**src/rtl/window_integ_pkg.sv**
```systemverilog
// window_integ_pkg: shared widths and state encoding for window_integrator.
// Contents: DATA_W/DLY_W/LEN_W defaults, derived SUM_W and CNT_W, state_t enum.
package window_integ_pkg;
  localparam int DATA_W = 13;
  localparam int DLY_W = 8;
  localparam int LEN_W = 6;
  localparam int SUM_W = DATA_W + LEN_W;
  localparam int CNT_W = DLY_W > LEN_W ? DLY_W : LEN_W;
  typedef enum logic [1:0] {IDLE, WAIT, ACC, DONE} state_t;
endpackage

```
**src/rtl/window_counter.sv**
```systemverilog
// window_counter: loadable down-counter with terminal-count flag.
// Ports: clk, rst (sync, active-high), load/load_val (load wins over dec),
//        dec (count down, stops at 0), last (count is 1, i.e. final cycle of the phase).
module window_counter #(
  parameter int W = 8
) (
  input  logic         clk,
  input  logic         rst,
  input  logic         load,
  input  logic [W-1:0] load_val,
  input  logic         dec,
  output logic         last
);
  logic [W-1:0] cnt_q, cnt_d;
  always_comb cnt_d = load ? load_val : (dec && cnt_q != '0) ? cnt_q - W'(1) : cnt_q;
  always_ff @(posedge clk) cnt_q <= rst ? '0 : cnt_d;
  assign last = cnt_q == W'(1);
endmodule

```
**src/rtl/window_integrator.sv**
```systemverilog
// window_integrator: triggered windowed accumulator over delayed signed samples.
// Ports: clk, rst (sync, active-high), din (signed sample), trig (start pulse),
//        delay/len (latched at accepted trig), sum_out (signed full-precision sum,
//        held), valid (one-cycle strobe), busy, overrun (sticky dropped-trig flag).
// Build option: define WINDOW_INTEG_RETRIG_EN to let trig restart a running window
// (overrun then stays 0).
module window_integrator
  import window_integ_pkg::*;
(
  input  logic              clk,
  input  logic              rst,
  input  logic [DATA_W-1:0] din,
  input  logic              trig,
  input  logic [DLY_W-1:0]  delay,
  input  logic [LEN_W-1:0]  len,
  output logic [SUM_W-1:0]  sum_out,
  output logic              valid,
  output logic              busy,
  output logic              overrun
);
  state_t state_q, state_d;
  logic [LEN_W-1:0] n_q, n_d;
  logic [SUM_W-1:0] acc_q, acc_d, sum_q, sum_d;
  logic valid_q, valid_d, ovr_q, ovr_d;
  logic start, cnt_load, cnt_last;
  logic [CNT_W-1:0] cnt_val;
`ifdef WINDOW_INTEG_RETRIG_EN
  assign start = trig;
  assign ovr_d = 1'b0;
`else
  assign start = trig && state_q == IDLE;
  assign ovr_d = ovr_q || (trig && state_q != IDLE);
`endif
  // The counter holds the delay during WAIT and the remaining length during ACC.
  window_counter #(.W(CNT_W)) u_cnt (
    .clk      (clk),
    .rst      (rst),
    .load     (cnt_load),
    .load_val (cnt_val),
    .dec      (state_q == WAIT || state_q == ACC),
    .last     (cnt_last)
  );
  // A start overrides the window bookkeeping but not the DONE publish, so a
  // retrigger in DONE still delivers the completing result.
  always_comb begin
    state_d = state_q;
    n_d = n_q;
    acc_d = acc_q;
    sum_d = sum_q;
    valid_d = 1'b0;
    cnt_load = 1'b0;
    cnt_val = CNT_W'(n_q);
    if (state_q == DONE) begin
      sum_d = acc_q;
      valid_d = 1'b1;
      state_d = IDLE;
    end
    if (state_q == ACC) acc_d = acc_q + {{LEN_W{din[DATA_W-1]}}, din};
    if (state_q == WAIT && cnt_last) begin
      state_d = n_q != '0 ? ACC : DONE;
      cnt_load = 1'b1;
    end
    if (state_q == ACC && cnt_last) state_d = DONE;
    if (start) begin
      n_d = len;
      acc_d = '0;
      cnt_load = 1'b1;
      cnt_val = delay != '0 ? CNT_W'(delay) : CNT_W'(len);
      state_d = delay != '0 ? WAIT : len != '0 ? ACC : DONE;
    end
  end
  always_ff @(posedge clk) begin
    if (rst) begin
      state_q <= IDLE;
      n_q <= '0;
      acc_q <= '0;
      sum_q <= '0;
      valid_q <= 1'b0;
      ovr_q <= 1'b0;
    end else begin
      state_q <= state_d;
      n_q <= n_d;
      acc_q <= acc_d;
      sum_q <= sum_d;
      valid_q <= valid_d;
      ovr_q <= ovr_d;
    end
  end
  assign sum_out = sum_q;
  assign valid = valid_q;
  // valid is raised as the state returns to IDLE; busy covers that cycle too.
  assign busy = state_q != IDLE || valid_q;
  assign overrun = ovr_q;
endmodule

```
**config.mk**
```make
export PLATFORM = sky130hd
export DESIGN_NAME = window_integrator
export DESIGN_NICKNAME = d
export VERILOG_FILES = /design/src/rtl/window_integ_pkg.sv /design/src/rtl/window_counter.sv /design/src/rtl/window_integrator.sv
export SDC_FILE = /design/constraint.sdc
export NUM_CORES = 1
export LEC_CHECK = 0
export BUFFER_PORTS_ARGS = -buffer_cell sky130_fd_sc_hd__buf_2
export CAP_MARGIN = 10
export CORE_MARGIN = 2
export CORE_UTILIZATION = 53
export CTS_BUF_LIST = sky130_fd_sc_hd__clkbuf_2
export DETAILED_ROUTE_END_ITERATION = 7
export PLACE_DENSITY = 0.78
export SLEW_MARGIN = 5
export SYNTH_ARGS = -nofsm -noshare
export SYNTH_HDL_FRONTEND = slang
export SYNTH_SLANG_ARGS = --single-unit
```
**constraint.sdc**
```tcl
create_clock -name clk -period 2.4 [get_ports clk]
set_clock_uncertainty 0.05 [all_clocks]
set_input_delay 0.48 -clock clk [delete_from_list [all_inputs] [get_ports clk]]
set_output_delay 0.48 -clock clk [all_outputs]
set_load 0.005 [all_outputs]
```
==> results.sh <==
export IMPL_worst_pin_slew_ns=0.575
export IMPL_io_buffers=51
export IMPL_synth_async_reset_ratio_pct=0
export IMPL_via_per_inst=5.80
export IMPL_die_h_um=84.1
export IMPL_grt_usage_pct=22.3
export IMPL_hold_viol_final=0
export IMPL_finalMaxSlewViolations=0
export IMPL_synth_avg_cell_area_um2=8.51
export IMPL_cts_clk_slew_worst_paths_ns=0.29
export IMPL_setup_violations_final=0
export IMPL_fin_util_pct=63.2
export IMPL_numCtsBuffers=5
export IMPL_area_growth_pct=16.5
export IMPL_worstSetupPathType="register to register"
export IMPL_ys_flop_type="dfxtp_1"
export IMPL_crit_fanout=3
export IMPL_rows=29
export IMPL_crit_family="compound AO/OA/AOI/OAI gates"
export IMPL_grt_max_degree=20
export IMPL_hold_path_class="input pin to register"
export IMPL_start_kind="register"
export IMPL_insertion_delay_ns=0.46
export IMPL_cts_tree="yes"
export IMPL_grt_first_pass_wirelength_um=13100
export IMPL_cts_sinks=56
export IMPL_crit_chain="ha_2 -> inv_1 -> fa_1 -> nand2b_4 -> a21oi_4 -> o41ai_4 -> a21oi_2 -> mux2i_1 -> nand3_1 -> a21oi_1"
export IMPL_htree_num_levels=2
export IMPL_dr_total_vias=3120
export IMPL_powerDensity_nw_per_um2=582
export IMPL_synth_nets=456
export IMPL_rsz0062_at_grt="yes"
export IMPL_ir_drop_v=0.000283
export IMPL_firstDrtPassIters=4
export IMPL_dieArea_um2=7080
export IMPL_syn_inst=400
export IMPL_p_leak_nw=1.68
export IMPL_maxCapViolCount=0
export IMPL_period_minus_slack_ns=2.26
export IMPL_ios=52
export IMPL_core_um2=6280
export IMPL_slowest_delay_ns=0.40
export IMPL_p_total_mw=2.31
export IMPL_yosysWarnings=0
export IMPL_max_slew_margin_rel_pct=61.7
export IMPL_critPathArrivalTime_ns=2.63
export IMPL_dpl_cell_area_um2=3860
export IMPL_final_common_cell="dfxtp_1"
export IMPL_crit_slowest_cell="dfxtp_2"
export IMPL_fin_nets=518
export IMPL_post_drt_wl_per_cell_um=14.6
export IMPL_cts_root_buf="clkbuf_2"
export IMPL_drive_above_1_share_pct=23.2
export IMPL_antenna_cells=0
export IMPL_postCtsSetupRepairBufs=0
export IMPL_start_util_pct=54.2
export IMPL_grt_overflow_total=0
export IMPL_grt_pass1_vias=2953
export IMPL_crit_buf_inv=1
export IMPL_yosysSeqAreaShare_pct=32.9
export IMPL_die_x_um=84.1
export IMPL_cp_required_ns=2.76
export IMPL_status="completed"
export IMPL_place_congestion=0.968
export IMPL_synth_area_um2=3400
export IMPL_endpoint_kind="register"
export IMPL_hpwlAfterDp_um=5970
export IMPL_wirelength_um=7860
export IMPL_cts_buffer_depth=2
export IMPL_route_antenna_remaining_nets=0
export IMPL_final_cell_mix="dfxtp_1, nor2_1, buf_2"
export IMPL_synth_seq_cells=56
export IMPL_drt_iter0_drc=165
export IMPL_synthDistinctLibCells=59
export IMPL_fmax_mhz=442
export IMPL_hold_buffers=0
export IMPL_design_area_um2=3970
export IMPL_synth_edf_count=0
export IMPL_drcViolationCount=0
export IMPL_period_share_pct=94.3
export IMPL_antenna_found_initial=0
layout make-up:
class                      instances  area [µm²]
inverter                          10        37.5
fill                             559        2310
clock buffer                       5        25.0
multi-input combinational        311        2200
clock inverter                     1        30.0
tap                               77        96.3
timing repair buffer              78         458
sequential                        56        1120
cells by family after synthesis:
logic type,after synthesis,synth area share [%]
and+or+nand+nor,145,21.9
DFF,56,32.9
buffers and inverters,33,3.97
muxes,29,8.57
xor gates and xnor gates,13,3.35
adders and majority gates,26,9.78
AOI/OAI and AO/OA,98,19.5
metal layers:
metal  vias up  global-route usage, %  wire [µm]
met1      1434                   29.5       3620
met5         -                      0          0
met3        16                   3.74        422
met4         0                   8.65        193
met2        99                   36.6       3630
li1       1571                      -          -
worst register-to-register path, stage by stage, from the launching register on:
cell	delay (ns)
dfxtp_2	0.40
ha_2	0.18
inv_1	0.05
fa_1	0.38
nand2b_4	0.17
a21oi_4	0.21
o41ai_4	0.11
a21oi_2	0.21
mux2i_1	0.25
nand3_1	0.10
a21oi_1	0.13
flip-flops by register name, summed over array words and instances (netlist names):
| register | flops |
|---|---|
| acc_q | 19 |
| n_q | 6 |
| valid | 1 |
| u_cnt.cnt_q | 8 |
| state_q | 2 |
| sum_out | 19 |
| overrun | 1 |
path summary, 6_finish.rpt:
path | end | slack, ns | depth (start not counted) | startpoint
setup reg to reg | acc_q[18]$_SDFFE_PP0N_ | 0.14 | 10 | acc_q[0]$_SDFFE_PP0N_
hold reg to reg | n_q[3]$_SDFFE_PP0P_ | 0.45 | 2 | n_q[3]$_SDFFE_PP0P_
setup / recovery | acc_q[18]$_SDFFE_PP0N_ | 0.14 | 10 | acc_q[0]$_SDFFE_PP0N_
hold / removal | n_q[2]$_SDFFE_PP0P_ | 0.19 | 3 | len[2]
cells in the mapped netlist, drive strengths merged (6+ instances only):
master,number,area [µm²]
nand3,9,50.1
nand2b,8,50.1
dfxtp,56,1120
inv,10,37.5
a31oi,7,50.1
a211oi,7,72.6
mux2i,28,280
o21ai,18,90.1
a21oi,37,185
nand4,8,50.1
xnor2,6,52.6
nand3b,7,52.6
clkbuf,18,67.6
xor2,7,61.3
a21o,6,45.0
nor2,54,205
ha,25,313
nand2,24,90.1
nor3,11,60.1
where the power goes:
part	switching (mW)	total, mW	leakage [nW]	internal (mW)
clock network	0.295	0.460	0.0349	0.165
logic	0.435	0.780	1.19	0.345
registers	0.0693	1.07	0.455	1.00
total	0.799	2.31	1.68	1.51
timing repair:
| item | CTS | global route |
|---|---|---|
| gates resized for setup | 1 | 9 |
| endpoints found under the setup margin | 2 | 8 |
| pin swaps | 0 | 2 |
| gates cloned | 0 | 0 |
stage by stage:
stage	hold WS, ns	instances	setup slack [ns]	TNS, ns
after floorplan	0.398	400	0.0734	0
after global placement	0.410	532	-0.142	-0.189
after detailed placement	0.409	532	-0.199	-0.398
after CTS	0.174	538	0.0201	0
after global routing	0.165	538	-0.0716	-0.110
final	0.194	538	0.138	0
(Power assumes the default switching activity.)
